`config.mk`:
```
export PLATFORM = sky130hd
export DESIGN_NAME = imem_loader
export DESIGN_NICKNAME = d
export VERILOG_FILES = /design/src/rtl/imem_loader.sv
export SDC_FILE = /design/constraint.sdc
export NUM_CORES = 1
export LEC_CHECK = 0
export CAP_MARGIN = 10
export CORE_MARGIN = 1.5
export CORE_UTILIZATION = 50
export CTS_CLUSTER_DIAMETER = 40
export CTS_CLUSTER_SIZE = 12
export DETAILED_ROUTE_END_ITERATION = 8
export PLACE_DENSITY_LB_ADDON = 0.15
export RECOVER_POWER = 25
export SYNTH_ARGS = -nofsm -noshare
export SYNTH_HDL_FRONTEND = slang
export SYNTH_SLANG_ARGS = --single-unit
```
`constraint.sdc`:
```
create_clock -name clk -period 2.9 [get_ports clk]
set_input_delay 0.725 -clock clk [delete_from_list [all_inputs] [get_ports clk]]
set_output_delay 0.725 -clock clk [all_outputs]
set_load 0.005 [all_outputs]
```
`src/rtl/imem_loader.sv`:
```
// Boot loader: takes a length-prefixed, XOR-checksummed byte stream, writes little-endian
// words into instruction memory, then releases the core once the checksum matches.
module imem_loader #(
  parameter int unsigned ADDR_W = 10
) (
  input  logic              clk,
  input  logic              rst,
  input  logic              rx_valid,
  input  logic [7:0]        rx_data,
  output logic              rx_ready,
  output logic              mem_we,
  output logic [ADDR_W-1:0] mem_addr,
  output logic [31:0]       mem_wdata,
  output logic              core_run,
  output logic              done,
  output logic              error
);

  localparam int unsigned Cap = 1 << ADDR_W;

  typedef enum logic [2:0] {
    StLenLo,
    StLenHi,
    StData,
    StChk,
    StRun,
    StErr
  } state_e;

  state_e            state_q, state_d;
  logic [7:0]        len_lo_q, len_lo_d;
  logic [ADDR_W:0]   len_q, len_d;
  logic [ADDR_W:0]   cnt_q, cnt_d;
  logic [1:0]        idx_q, idx_d;
  logic [7:0]        csum_q, csum_d;
  logic [23:0]       word_q, word_d;
  logic              we_q, we_d;
  logic [ADDR_W-1:0] addr_q, addr_d;
  logic [31:0]       wdata_q, wdata_d;
  logic [31:0]       n_len;
  logic [ADDR_W:0]   cnt_inc;

  // Decode of the registered state only; no path from rx_valid.
  assign rx_ready  = (state_q != StRun) && (state_q != StErr);
  assign core_run  = (state_q == StRun);
  assign done      = (state_q == StRun);
  assign error     = (state_q == StErr);
  assign mem_we    = we_q;
  assign mem_addr  = addr_q;
  assign mem_wdata = wdata_q;

  always_comb begin
    state_d  = state_q;
    len_lo_d = len_lo_q;
    len_d    = len_q;
    cnt_d    = cnt_q;
    idx_d    = idx_q;
    csum_d   = csum_q;
    word_d   = word_q;
    we_d     = 1'b0;
    addr_d   = addr_q;
    wdata_d  = wdata_q;
    n_len    = {16'h0000, rx_data, len_lo_q};
    cnt_inc  = cnt_q + {{ADDR_W{1'b0}}, 1'b1};

    if (rx_valid && rx_ready) begin
      unique case (state_q)
        StLenLo: begin
          len_lo_d = rx_data;
          state_d  = StLenHi;
        end
        StLenHi: begin
          len_d = n_len[ADDR_W:0];
          if (n_len > Cap) begin
            state_d = StErr;
          end else if (n_len == 32'd0) begin
            state_d = StChk;
          end else begin
            state_d = StData;
          end
        end
        StData: begin
          csum_d = csum_q ^ rx_data;
          idx_d  = idx_q + 2'd1;
          // Bytes arrive LSB first, so shift right and land the 4th byte on top.
          word_d = {rx_data, word_q[23:8]};
          if (idx_q == 2'd3) begin
            we_d    = 1'b1;
            addr_d  = cnt_q[ADDR_W-1:0];
            wdata_d = {rx_data, word_q};
            cnt_d   = cnt_inc;
            if (cnt_inc == len_q) begin
              state_d = StChk;
            end
          end
        end
        StChk: begin
          state_d = (rx_data == csum_q) ? StRun : StErr;
        end
        default: ;
      endcase
    end
  end

  always_ff @(posedge clk or negedge rst) begin
    if (!rst) begin
      state_q  <= StLenLo;
      len_lo_q <= '0;
      len_q    <= '0;
      cnt_q    <= '0;
      idx_q    <= '0;
      csum_q   <= '0;
      word_q   <= '0;
      we_q     <= 1'b0;
      addr_q   <= '0;
      wdata_q  <= '0;
    end else begin
      state_q  <= state_d;
      len_lo_q <= len_lo_d;
      len_q    <= len_d;
      cnt_q    <= cnt_d;
      idx_q    <= idx_d;
      csum_q   <= csum_d;
      word_q   <= word_d;
      we_q     <= we_d;
      addr_q   <= addr_d;
      wdata_q  <= wdata_d;
    end
  end

endmodule

```
; After elaboration in Yosys (flattened, before gate mapping)
; Cells that the tools add are included.
[classes]
n_addsub = 2
magnitude_cmp = 1
n_eq_ne = 12
mux = 9
bitwise = 1
n_reduce_logical = 10
[op_table]
columns = operator, count
row1 = $gt A16 B11 Y1 const B, 1
row2 = $logic_not A16 Y1, 1
row3 = $pmux W3 S4, 1
row4 = $add A11 B1 Y11 const B, 1
row5 = $eq A11 B11 Y1, 1
row6 = $mux W3, 3
row7 = $eq A8 B8 Y1, 1
row8 = $xor A8 B8 Y8, 1
row9 = $eq A3 B2 Y1 const B, 2
row10 = $eq A3 B3 Y1 const B, 2
row11 = $ne A3 B3 Y1 const B, 2
row12 = $reduce_and A2 Y1, 3
row13 = $mux W1, 5
row14 = $ne A2 B2 Y1 const B, 2
row15 = $reduce_and A4 Y1, 1
row16 = $reduce_bool A4 Y1, 1
row17 = $eq A3 B1 Y1 const B, 1
row18 = $logic_not A3 Y1, 1
row19 = $reduce_and A3 Y1, 1
row20 = $add A2 B1 Y2 const B, 1
row21 = $eq A2 B2 Y1 const B, 1
row22 = $logic_and A1 B1 Y1, 2
[totals]
reg_bits = 110
input_bits = 11
out_inout_bits = 47
elab_cells = 45

; Depth between registers and ports, before layout
; Gate-level depths: netlist of run 1.
[logic_depth]
word_depth = 5
depth_mapped = 8
depth_no_buf = 7

; Worst setup path after synthesis of run 1
; OpenSTA, ideal clock, no wires.
[synth_timing]
path_kind = in2reg
start = input rx_valid
end = register wdata_q[10], in the netlist mem_wdata[10]
setup_time_ns = 0.128
arrival_ns = 1.879
t_required_ns = 2.772
setup_slack_ns = 0.893
stages = 6
path_buffers = 1
cell_sequence = nand2b_1 -> nor2_4 -> nand2_2 -> inv_2 -> buf_2 -> mux2_1
[synth_via]
elab_chain_cells = 2
[synth_lines]
columns = item, line_no
row1 = start: declaration, 8  ; input logic rx_valid,
row2 = $logic_and A1 B1 Y1, 66  ; if (rx_valid && rx_ready) begin
row3 = $reduce_and A3 Y1 (no source line), -
row4 = end signal: assignment, 127  ; wdata_q <= wdata_d;
row5 = end: declaration, 39  ; logic [31:0] wdata_q, wdata_d;
; No other way between the ends.
; A chain may end at the register's enable or synchronous reset.

; Worst setup path in the final report of run 1
[layout_timing]
start = register state_q[1]
end = output done
[layout_via]
elab_chain_cells = 1
[layout_lines]
columns = item, line_no
row1 = start: declaration, 30  ; state_e state_q, state_d;
row2 = start signal: assignment, 107  ; state_q <= StLenLo;
row3 = start signal: assignment, 118  ; state_q <= state_d;
row4 = $eq A3 B3 Y1, 46  ; assign done = (state_q == StRun);
row5 = end: declaration, 15  ; output logic done,
; No other way between the ends.

==> run_results.csv, run 1 <==
group,metric,value,unit
layout,fin_nets,457,
critical_path,worstSetupStartpointType,"register",
clocking,post_cts_resized,0,
sta,slew_violations,0,
critical_path,crit_chain,"nand2b_1, nor2_1, clkdlybuf4s50_1",
synth,ys_warn_count,0,
placement,dp.cells,544,
synth,synthFlopType,"dfrtp_1",
pwr,power.leakage,0.002715,µW
placement,dp_hpwl,5916,µm
sta,worstMarginPinSlew,1345,ps
floorplan,dieArea,0.009907,mm²
synth,postSynthAreaPerCell,12.17,µm²
sta,setup_ws,457.7,ps
clocking,insertion_delay,360,ps
grt,track_usage,18.99,%
clocking,post-cts-setup-buffers,0,
sta,timing.final.crit_share,84.22,%
clocking,cts_tree,"built",
synth,synth-edff-count,0,
synth,ys_ff_latch,110,
min_path,hold_path.class,"reg -> reg",
routing,firstDrtPassIters,4,
clocking,clock-sinks,110,
clocking,numCtsBuffers,9,
layout,final_common_cell,"dfrtp_1",
floorplan,rows,35,
grt,antenna_found_initial,0,
routing,ant_nets,0,
sta,period_needed,2442,ps
clocking,cts_root_buf,"clkbuf_8",
floorplan,start_util,50.91,%
layout,area_growth,19.95,%
synth,netlist_area,0.004659,mm²
clocking,cts.hold.buffers_added,0,
clocking,clkTransAtPathRegs,100,ps
floorplan,die_y,99.54,µm
critical_path,r2r-start,"cnt_q[0]",
placement,dp_slack,354.0,ps
outcome,status,"complete, no violations",
critical_path,startpoint,"state_q[1]",
layout,drive_gt1_share,14.48,%
floorplan,core-area,0.009153,mm²
sta,hold_viol_final,0,
critical_path,slowest_stage,"clkdlybuf4s50_1",
routing,routedWlPerCell,15.27,µm
layout,mostFrequentLayoutCells,"110 x dfrtp_1, 84 x nand2_1, 56 x clkdlybuf4s50_1, 32 x mux2_1, 31 x mux2_2",
critical_path,critical_path_class,"reg -> out",
synth,synthCells,383,
clocking,clock_path_buffers,2,
clocking,htree_levels,3,
sta,finalSetupViolations,0,
grt,grt_pass1_vias,2899,
grt,grt-ovfl-total,0,
synth,ys_types,42,
floorplan,pin_count,58,
synth,async_flop_share,100.0,%
critical_path,path_max_fanout,9,
layout,fin_util,61.07,%
floorplan,die_w,99.54,µm
layout,antenna_cells,0,
critical_path,worstPathRequired,2170,ps
routing,wirelength,8552,µm
critical_path,cpPeakStageDelay,520,ps
job,drv_cap,0,
sta,rsz0062_at_grt,"no",
sta,clock_skew,9.164,ps
synth,ys_seq_area_share,59.08,%
critical_path,end_kind,"primary output",
routing,routed_via_density,5.171,
routing,drc,0,
sta,fmaxAchievable,409.5,MHz
sta,fin_setup_tns,0,ps
placement,place.gp.congestion,0.8271,
critical_path,arrival,1720,ps
min_path,hold_start,"word_q[3]",
synth,synth_fp_nets,396,
grt,grt_first_pass_wirelength,14810,µm
sta,maxSlewHeadroom,10.37,%
pwr,vdd.ir_drop.worst,0.0002741,V
layout,fin_cells,560,
routing,vias,2896,
routing,dr.first_iter.drc_count,160,
pwr,powerDensity,496.3,mW/mm²
placement,port_buffers,57,
layout,fillers,725,
grt,grt_max_degree,56,
where the power goes:
part	switching [µW]	internal, µW	total (µW)	leakage, µW
Combinational	94.5	101	195	0.00112
Clock	495	453	947	0.000107
Sequential	46.3	1590	1630	0.00149
Total	636	2140	2770	0.00272
flip-flops by register name, indices dropped and copies added (netlist names):
signal	flops
idx_q	2
cnt_q	11
word_q	24
mem_addr	10
len_lo_q	8
len_q	11
csum_q	8
mem_wdata	32
state_q	3
mem_we	1
cell families after synthesis:
group	share of synthesized area [%]
adder cells (fa/ha/maj)	0.5370
AND/OR/NAND/NOR	13.02
buffers and inverters	1.960
multiplexers	15.23
flip-flops	59.08
XOR/XNOR	7.707
AO/OA/AOI/OAI	2.470
per-stage QoR:
| stage | total power [µW] | hold slack (ps) | area, µm² |
|---|---|---|---|
| 2_1_floorplan | 1766 | 429.4 | 4659 |
| 4_1_cts | 2808 | 428.1 | 5607 |
| 6_report | 2774 | 482.5 | 5589 |
| 3_5_place_dp | 1864 | 462.3 | 5399 |
| 3_3_place_gp | 1855 | 457.2 | 5399 |
| 5_1_grt | 2900 | 509.8 | 5589 |
routing by layer:
layer	global-route usage [%]	wire (µm)
met5	0	0
met4	5.850	108
met3	3.022	204
met2	27.71	3844
met1	29.34	4396
path summary, 6_finish.rpt:
path / endpoint / slack (ps) / cells after the start
max: done / 460 / 3
max reg2reg: state_q[0] / 640 / 7
max in group asynchronous: len_lo_q[1] / 660 / 2
min in group asynchronous: word_q[3] / 650 / 1
min: word_q[3] / 480 / 2
min reg2reg: word_q[3] / 480 / 2
final cells by class:
type | instances | area (µm²) | area share [%]
Sequential cell | 110 | 2753 | 49.25
Multi-Input combinational cell | 252 | 1815 | 32.48
Timing Repair Buffer | 66 | 655.6 | 11.73
Clock buffer | 12 | 155.1 | 2.776
Tap cell | 111 | 138.9 | 2.485
Clock inverter | 4 | 52.55 | 0.9402
Inverter | 5 | 18.77 | 0.3358
worst max-delay path: cells and delay by family, from the launching register on:
family | cells | cell delay (ps)
buf+inv | 1 | 520
simple gates | 2 | 350
flops | 1 | 490
synthesized netlist by cell type, types with 4 or more instances:
cell        n  area share [%]
nand3_1     6            0.64
nand2b_1    4            0.54
xnor2_1    27             5.1
mux2_1     32             7.7
o21ai_0     4            0.43
nand4_1     4            0.54
nand2_1    84             6.8
inv_1       4            0.32
xor2_1     14             2.6
nor2_1     12            0.97
buf_2       7            0.75
nor4_1      4            0.54
clkbuf_1    8            0.64
dfrtp_1   110              59
mux2_2     31             7.5
Power figures use the tool's default switching activity.
==> run 2: changes to the inputs <==
- clock period: 2.9 -> 2 ns (I/O delays scaled with it)
==> run_results.csv, run 2 (synthesis gave the netlist of run 1 again) <==
group,metric,value,unit
outcome,status,"finished, violations left",
outcome,violations,"capacitance limit, slew limit",
layout,fin_cells,589,
layout,fin_util,63.98,%
routing,vias,3116,
sta,slew_violations,26,
routing,firstDrtPassIters,5,
sta,finalSetupViolations,0,
critical_path,end_kind,"register",
placement,dp.cells,572,
critical_path,startpoint,"cnt_q[0]",
layout,area_growth,25.67,%
clocking,insertion_delay,380,ps
layout,fin_area,0.005856,mm²
grt,gr-usage-met3,2.881,%
pwr,p_comb_share,7.4,%
floorplan,core-area,0.009153,mm²
floorplan,dieArea,0.009907,mm²
layout,drive_gt1_share,20.71,%
critical_path,worst_path_dominant_cell_family,"simple AND/OR/NAND/NOR gates",
job,drv_cap,1,
placement,place.gp.congestion,0.8091,
clocking,numCtsBuffers,9,
pwr,p_switching,1021,µW
critical_path,cpPeakStageDelay,400,ps
sta,rsz0062_at_grt,"no",
layout,mostFrequentLayoutCells,"108 x dfrtp_1, 84 x nand2_1, 53 x clkdlybuf4s50_1, 34 x buf_4, 32 x mux2_1",
sta,clock_skew,13.18,ps
routing,routed_via_density,5.290,
floorplan,die_w,99.54,µm
grt,grt_max_degree,29,
critical_path,crit_chain,"ha_4, nand3_4, or3_4, and3_1, a311o_1, a31oi_2, a211oi_2",
sta,fin_setup_tns,0,ps
min_path,hold_path.class,"reg -> reg",
critical_path,cp-endpoint,"state_q[0]",
sta,timing.final.crit_share,96.57,%
critical_path,r2r-start,"cnt_q[0]",
floorplan,pin_count,58,
critical_path,critical_path_class,"reg -> reg",
pwr,seq_power_share,58.0,%
grt,grt_pass1_vias,3118,
routing,dr.first_iter.drc_count,99,
grt,grt_first_pass_wirelength,15660,µm
grt,grt_util_met1,29.64,%
critical_path,slowest_stage,"dfrtp_1",
sta,maxSlewHeadroom,-7.506,%
clocking,clkTransAtPathRegs,120,ps
pwr,power.leakage,0.002868,µW
floorplan,die_y,99.54,µm
floorplan,rows,35,
layout,final_common_cell,"dfrtp_1",
pwr,vdd.ir_drop.worst,0.0003110,V
critical_path,r2r_slack,70,ps
pwr,p_int,3070,µW
sta,period_needed,1931,ps
critical_path,path_max_fanout,6,
pwr,p_clk_share,34.6,%
critical_path,arrival,2190,ps
routing,ant_nets,0,
grt,grt-ovfl-total,0,
placement,dp_hpwl,6547,µm
min_path,hold_start,"word_q[5]",
clocking,cts_root_buf,"clkbuf_8",
critical_path,timing.rr.end,"state_q[0]",
grt,antenna_found_initial,0,
routing,drc,0,
pwr,swShare,24.96,%
sta,worstMarginPinSlew,1613,ps
layout,largest_reg_flops,32,
grt,busiest_layer,"met2",
critical_path,path_depth,7,
sta,hold_viol_final,0,
grt,use_met2,30.66,%
critical_path,rr_worst_depth,7,
clocking,clock-sinks,110,
critical_path,worstPathRequired,2260,ps
placement,post_dp_cell_area,0.005622,mm²
layout,antenna_cells,0,
layout,fin_nets,486,
critical_path,path_buf_inv,0,
pwr,powerDensity,698.6,mW/mm²
critical_path,worstSetupStartpointType,"register",
sta,fmaxAchievable,517.8,MHz
grt,track_usage,20.13,%
clocking,htree_levels,3,
routing,wirelength,9174,µm
clocking,clock_path_buffers,2,
floorplan,start_util,50.91,%
routing,routedWlPerCell,15.58,µm
clocking,cts_tree,"built",
placement,port_buffers,57,
min_path,min_path_cells,2,
run 2: cell count changes in the layout (fill, tap and decap cells not counted), moves of 2 or more:
cell	before	now
buf_12	2	4
buf_4	6	34
clkbuf_2	2	0
clkbuf_8	11	9
clkdlybuf4s50_1	56	53
dfrtp_1	110	108
dfrtp_2	0	2
dlygate4sd2_1	0	3
run 2: layout make-up:
type,instances,area (µm²)
tap,111,138.9
clock buffer,9,123.9
clock inverter,7,88.84
fill,727,3297
sequential,110,2755
timing repair buffer,95,895.9
multi-input combinational,252,1834
inverter,5,18.77
run 2: power groups by stage:
stage	clock, µW	sequential (µW)	combinational (µW)
2_1_floorplan	0	2390	175
3_3_place_gp	0	2410	304
3_5_place_dp	0	2410	311
4_1_cts	1460	2370	309
5_1_grt	1570	2380	339
6_report	1420	2370	303
run 2: through the flow:
step | worst slack (ps) | hold WS [ps] | power, µW
floorplan | 31.16 | 204.4 | 2560
CTS | 3.880 | 34.07 | 4141
detailed placement | -214.9 | 449.5 | 2726
finish | 68.67 | 489.3 | 4091
global placement | -124.9 | 446.0 | 2715
global route | 7.793 | 515.7 | 4289
run 2: worst min path at each step:
stage	end
2_1_floorplan	cnt_q[0]
3_3_place_gp	mem_wdata[2]
3_5_place_dp	mem_wdata[2]
4_1_cts	mem_wdata[2]
5_1_grt	word_q[13]
6_report	word_q[5]
run 2: tightest hold or removal path, stage by stage (launching register included):
cell	delay, ps
dfrtp_1	360
nand2_1	50
nand2_1	50
run 2: timing repair:
item | CTS | global route
buffers inserted | 1 | 0
resized for setup | 7 | 3
gates cloned | 0 | 0
hold buffers | 0 | 0
endpoints found under the setup margin | 4 | 1
pin swaps | 0 | 4
run 2: per-layer routing:
metal / share of wire, % / vias to the layer above
met4: 1.5 / 0
li1: - / 1469
met2: 46 / 76
met5: 0 / -
met3: 3.8 / 12
met1: 49 / 1559
==> run 3: changes to the inputs <==
- CORE_MARGIN: 1.5 -> 8
==> run_results.csv, run 3 (synthesis gave the netlist of run 1 again) <==
group,metric,value,unit
floorplan,die_w,112.5,µm
critical_path,startpoint,"state_q[2]",
routing,wl_met3,443,µm
min_path,hold_path.class,"reg -> reg",
layout,drive_gt1_share,21.13,%
critical_path,cpPeakStageDelay,510,ps
routing,vias,3053,
clocking,cts_root_buf,"clkbuf_8",
sta,fmaxAchievable,513.4,MHz
min_path,hold_start,"word_q[1]",
routing,top_layer_used,"met4",
critical_path,r2r-start,"cnt_q[1]",
grt,track_usage,16.51,%
routing,dr.first_iter.drc_count,113,
layout,area_growth,25.89,%
placement,dp_hpwl,6903,µm
sta,maxSlewHeadroom,48.82,%
pwr,p_switching,954.3,µW
clocking,htree_levels,3,
floorplan,rows,35,
sta,finalSetupViolations,0,
pwr,p_int,3174,µW
routing,ant_nets,0,
pwr,p_comb_share,7.5,%
critical_path,path_buf_inv,1,
pwr,powerDensity,703.8,mW/mm²
routing,wl_met1,4567,µm
pwr,swShare,23.12,%
clocking,clock_path_buffers,2,
clocking,cts_tree,"built",
placement,port_buffers,57,
critical_path,crit_chain,"nand2b_4, clkdlybuf4s50_1",
layout,fin_cells,589,
pwr,seq_power_share,57.4,%
grt,antenna_found_initial,0,
layout,antenna_cells,0,
clocking,numCtsBuffers,9,
critical_path,critical_path_class,"reg -> out",
sta,timing.final.crit_share,97.39,%
floorplan,dieArea,0.01266,mm²
grt,grt-ovfl-total,0,
grt,grt_first_pass_wirelength,16730,µm
placement,place.gp.congestion,0.7754,
layout,fillers,725,
routing,firstDrtPassIters,4,
sta,hold_slack,479.4,ps
pwr,power.leakage,0.002867,µW
pwr,vdd.ir_drop.worst,0.0004218,V
critical_path,worst_path_dominant_cell_family,"buffers and inverters",
layout,fin_util,64.09,%
floorplan,start_util,50.91,%
grt,grt_pass1_vias,3272,
sta,clock_skew,10.62,ps
routing,routedWlPerCell,16.20,µm
layout,final_common_cell,"dfrtp_1",
sta,slew_violations,0,
critical_path,end_kind,"primary output",
job,drv_cap,0,
sta,period_needed,1948,ps
routing,wirelength,9544,µm
outcome,status,"complete, no violations",
clocking,clkTransAtPathRegs,100,ps
routing,dr_wl_met2,4406,µm
pwr,p_clk_share,35.1,%
critical_path,arrival,1450,ps
layout,largest_reg_flops,32,
critical_path,worstSetupStartpointType,"register",
placement,dp.cells,571,
sta,rsz0062_at_grt,"no",
critical_path,worstPathRequired,1500,ps
sta,worstMarginPinSlew,767.7,ps
sta,hold_viol_final,0,
critical_path,slowest_stage,"clkdlybuf4s50_1",
routing,routed_via_density,5.183,
routing,drc,0,
grt,grt_max_degree,48,
floorplan,core-area,0.009153,mm²
layout,fin_nets,486,
floorplan,pin_count,58,
clocking,insertion_delay,370,ps
critical_path,path_max_fanout,6,
floorplan,die_y,112.5,µm
layout,mostFrequentLayoutCells,"107 x dfrtp_1, 84 x nand2_1, 53 x clkdlybuf4s50_1, 33 x buf_4, 32 x mux2_1",
clocking,clock-sinks,110,
run 3: power by group through the flow:
stage | sequential (µW) | combinational (µW) | clock (µW)
3_3_place_gp | 2410 | 303 | 0
4_1_cts | 2370 | 319 | 1490
5_1_grt | 2380 | 345 | 1560
3_5_place_dp | 2410 | 313 | 0
2_1_floorplan | 2390 | 175 | 0
6_report | 2370 | 310 | 1450
run 3: through the flow:
step | setup TNS, ps | area, µm² | total power [µW] | setup slack (ps)
2_1_floorplan | 0 | 4659 | 2560 | 31.16
3_3_place_gp | -4812 | 5614 | 2714 | -132.4
3_5_place_dp | -7287 | 5614 | 2727 | -197.3
4_1_cts | 0 | 5854 | 4176 | 9.563
5_1_grt | 0 | 5866 | 4290 | 7.090
6_report | 0 | 5866 | 4128 | 52.30
run 3: layer usage:
layer  track usage, %  vias to the layer above
met3            3.650                        7
li1                 -                     1471
met4            6.745                        0
met2            25.49                       55
met1            22.07                     1520
met5                0                        -
run 3: repair_timing:
action                                  CTS  global route
hold endpoints to repair                 10             0
pin swaps                                 0             5
setup buffers                             1             0
gates resized for setup                   8             9
hold buffers                              1             0
endpoints found under the setup margin    3             1
run 3: worst min-delay path, stage by stage (launching register included):
cell and delay, ps:
dfrtp_1 350, nand2_1 50, nand2_1 50
run 3: final cells by class:
type / count / area [µm²] / share of cell area (%)
Clock buffer: 11 / 131.4 / 2.240
Multi-Input combinational cell: 252 / 1852 / 31.57
Sequential cell: 110 / 2756 / 46.99
Inverter: 5 / 18.77 / 0.3200
Timing Repair Buffer: 95 / 885.9 / 15.10
Clock inverter: 5 / 82.58 / 1.408
Tap cell: 111 / 138.9 / 2.368
run 3: final timing paths:
check	cells after the start	slack, ps	to
worst max-delay path	2	50	rx_ready
worst min register to register	2	480	word_q[1]
min in group asynchronous	2	720	word_q[12]
max in group asynchronous	3	310	cnt_q[3]
worst min-delay path	2	480	word_q[1]
worst max register to register	7	100	state_q[0]
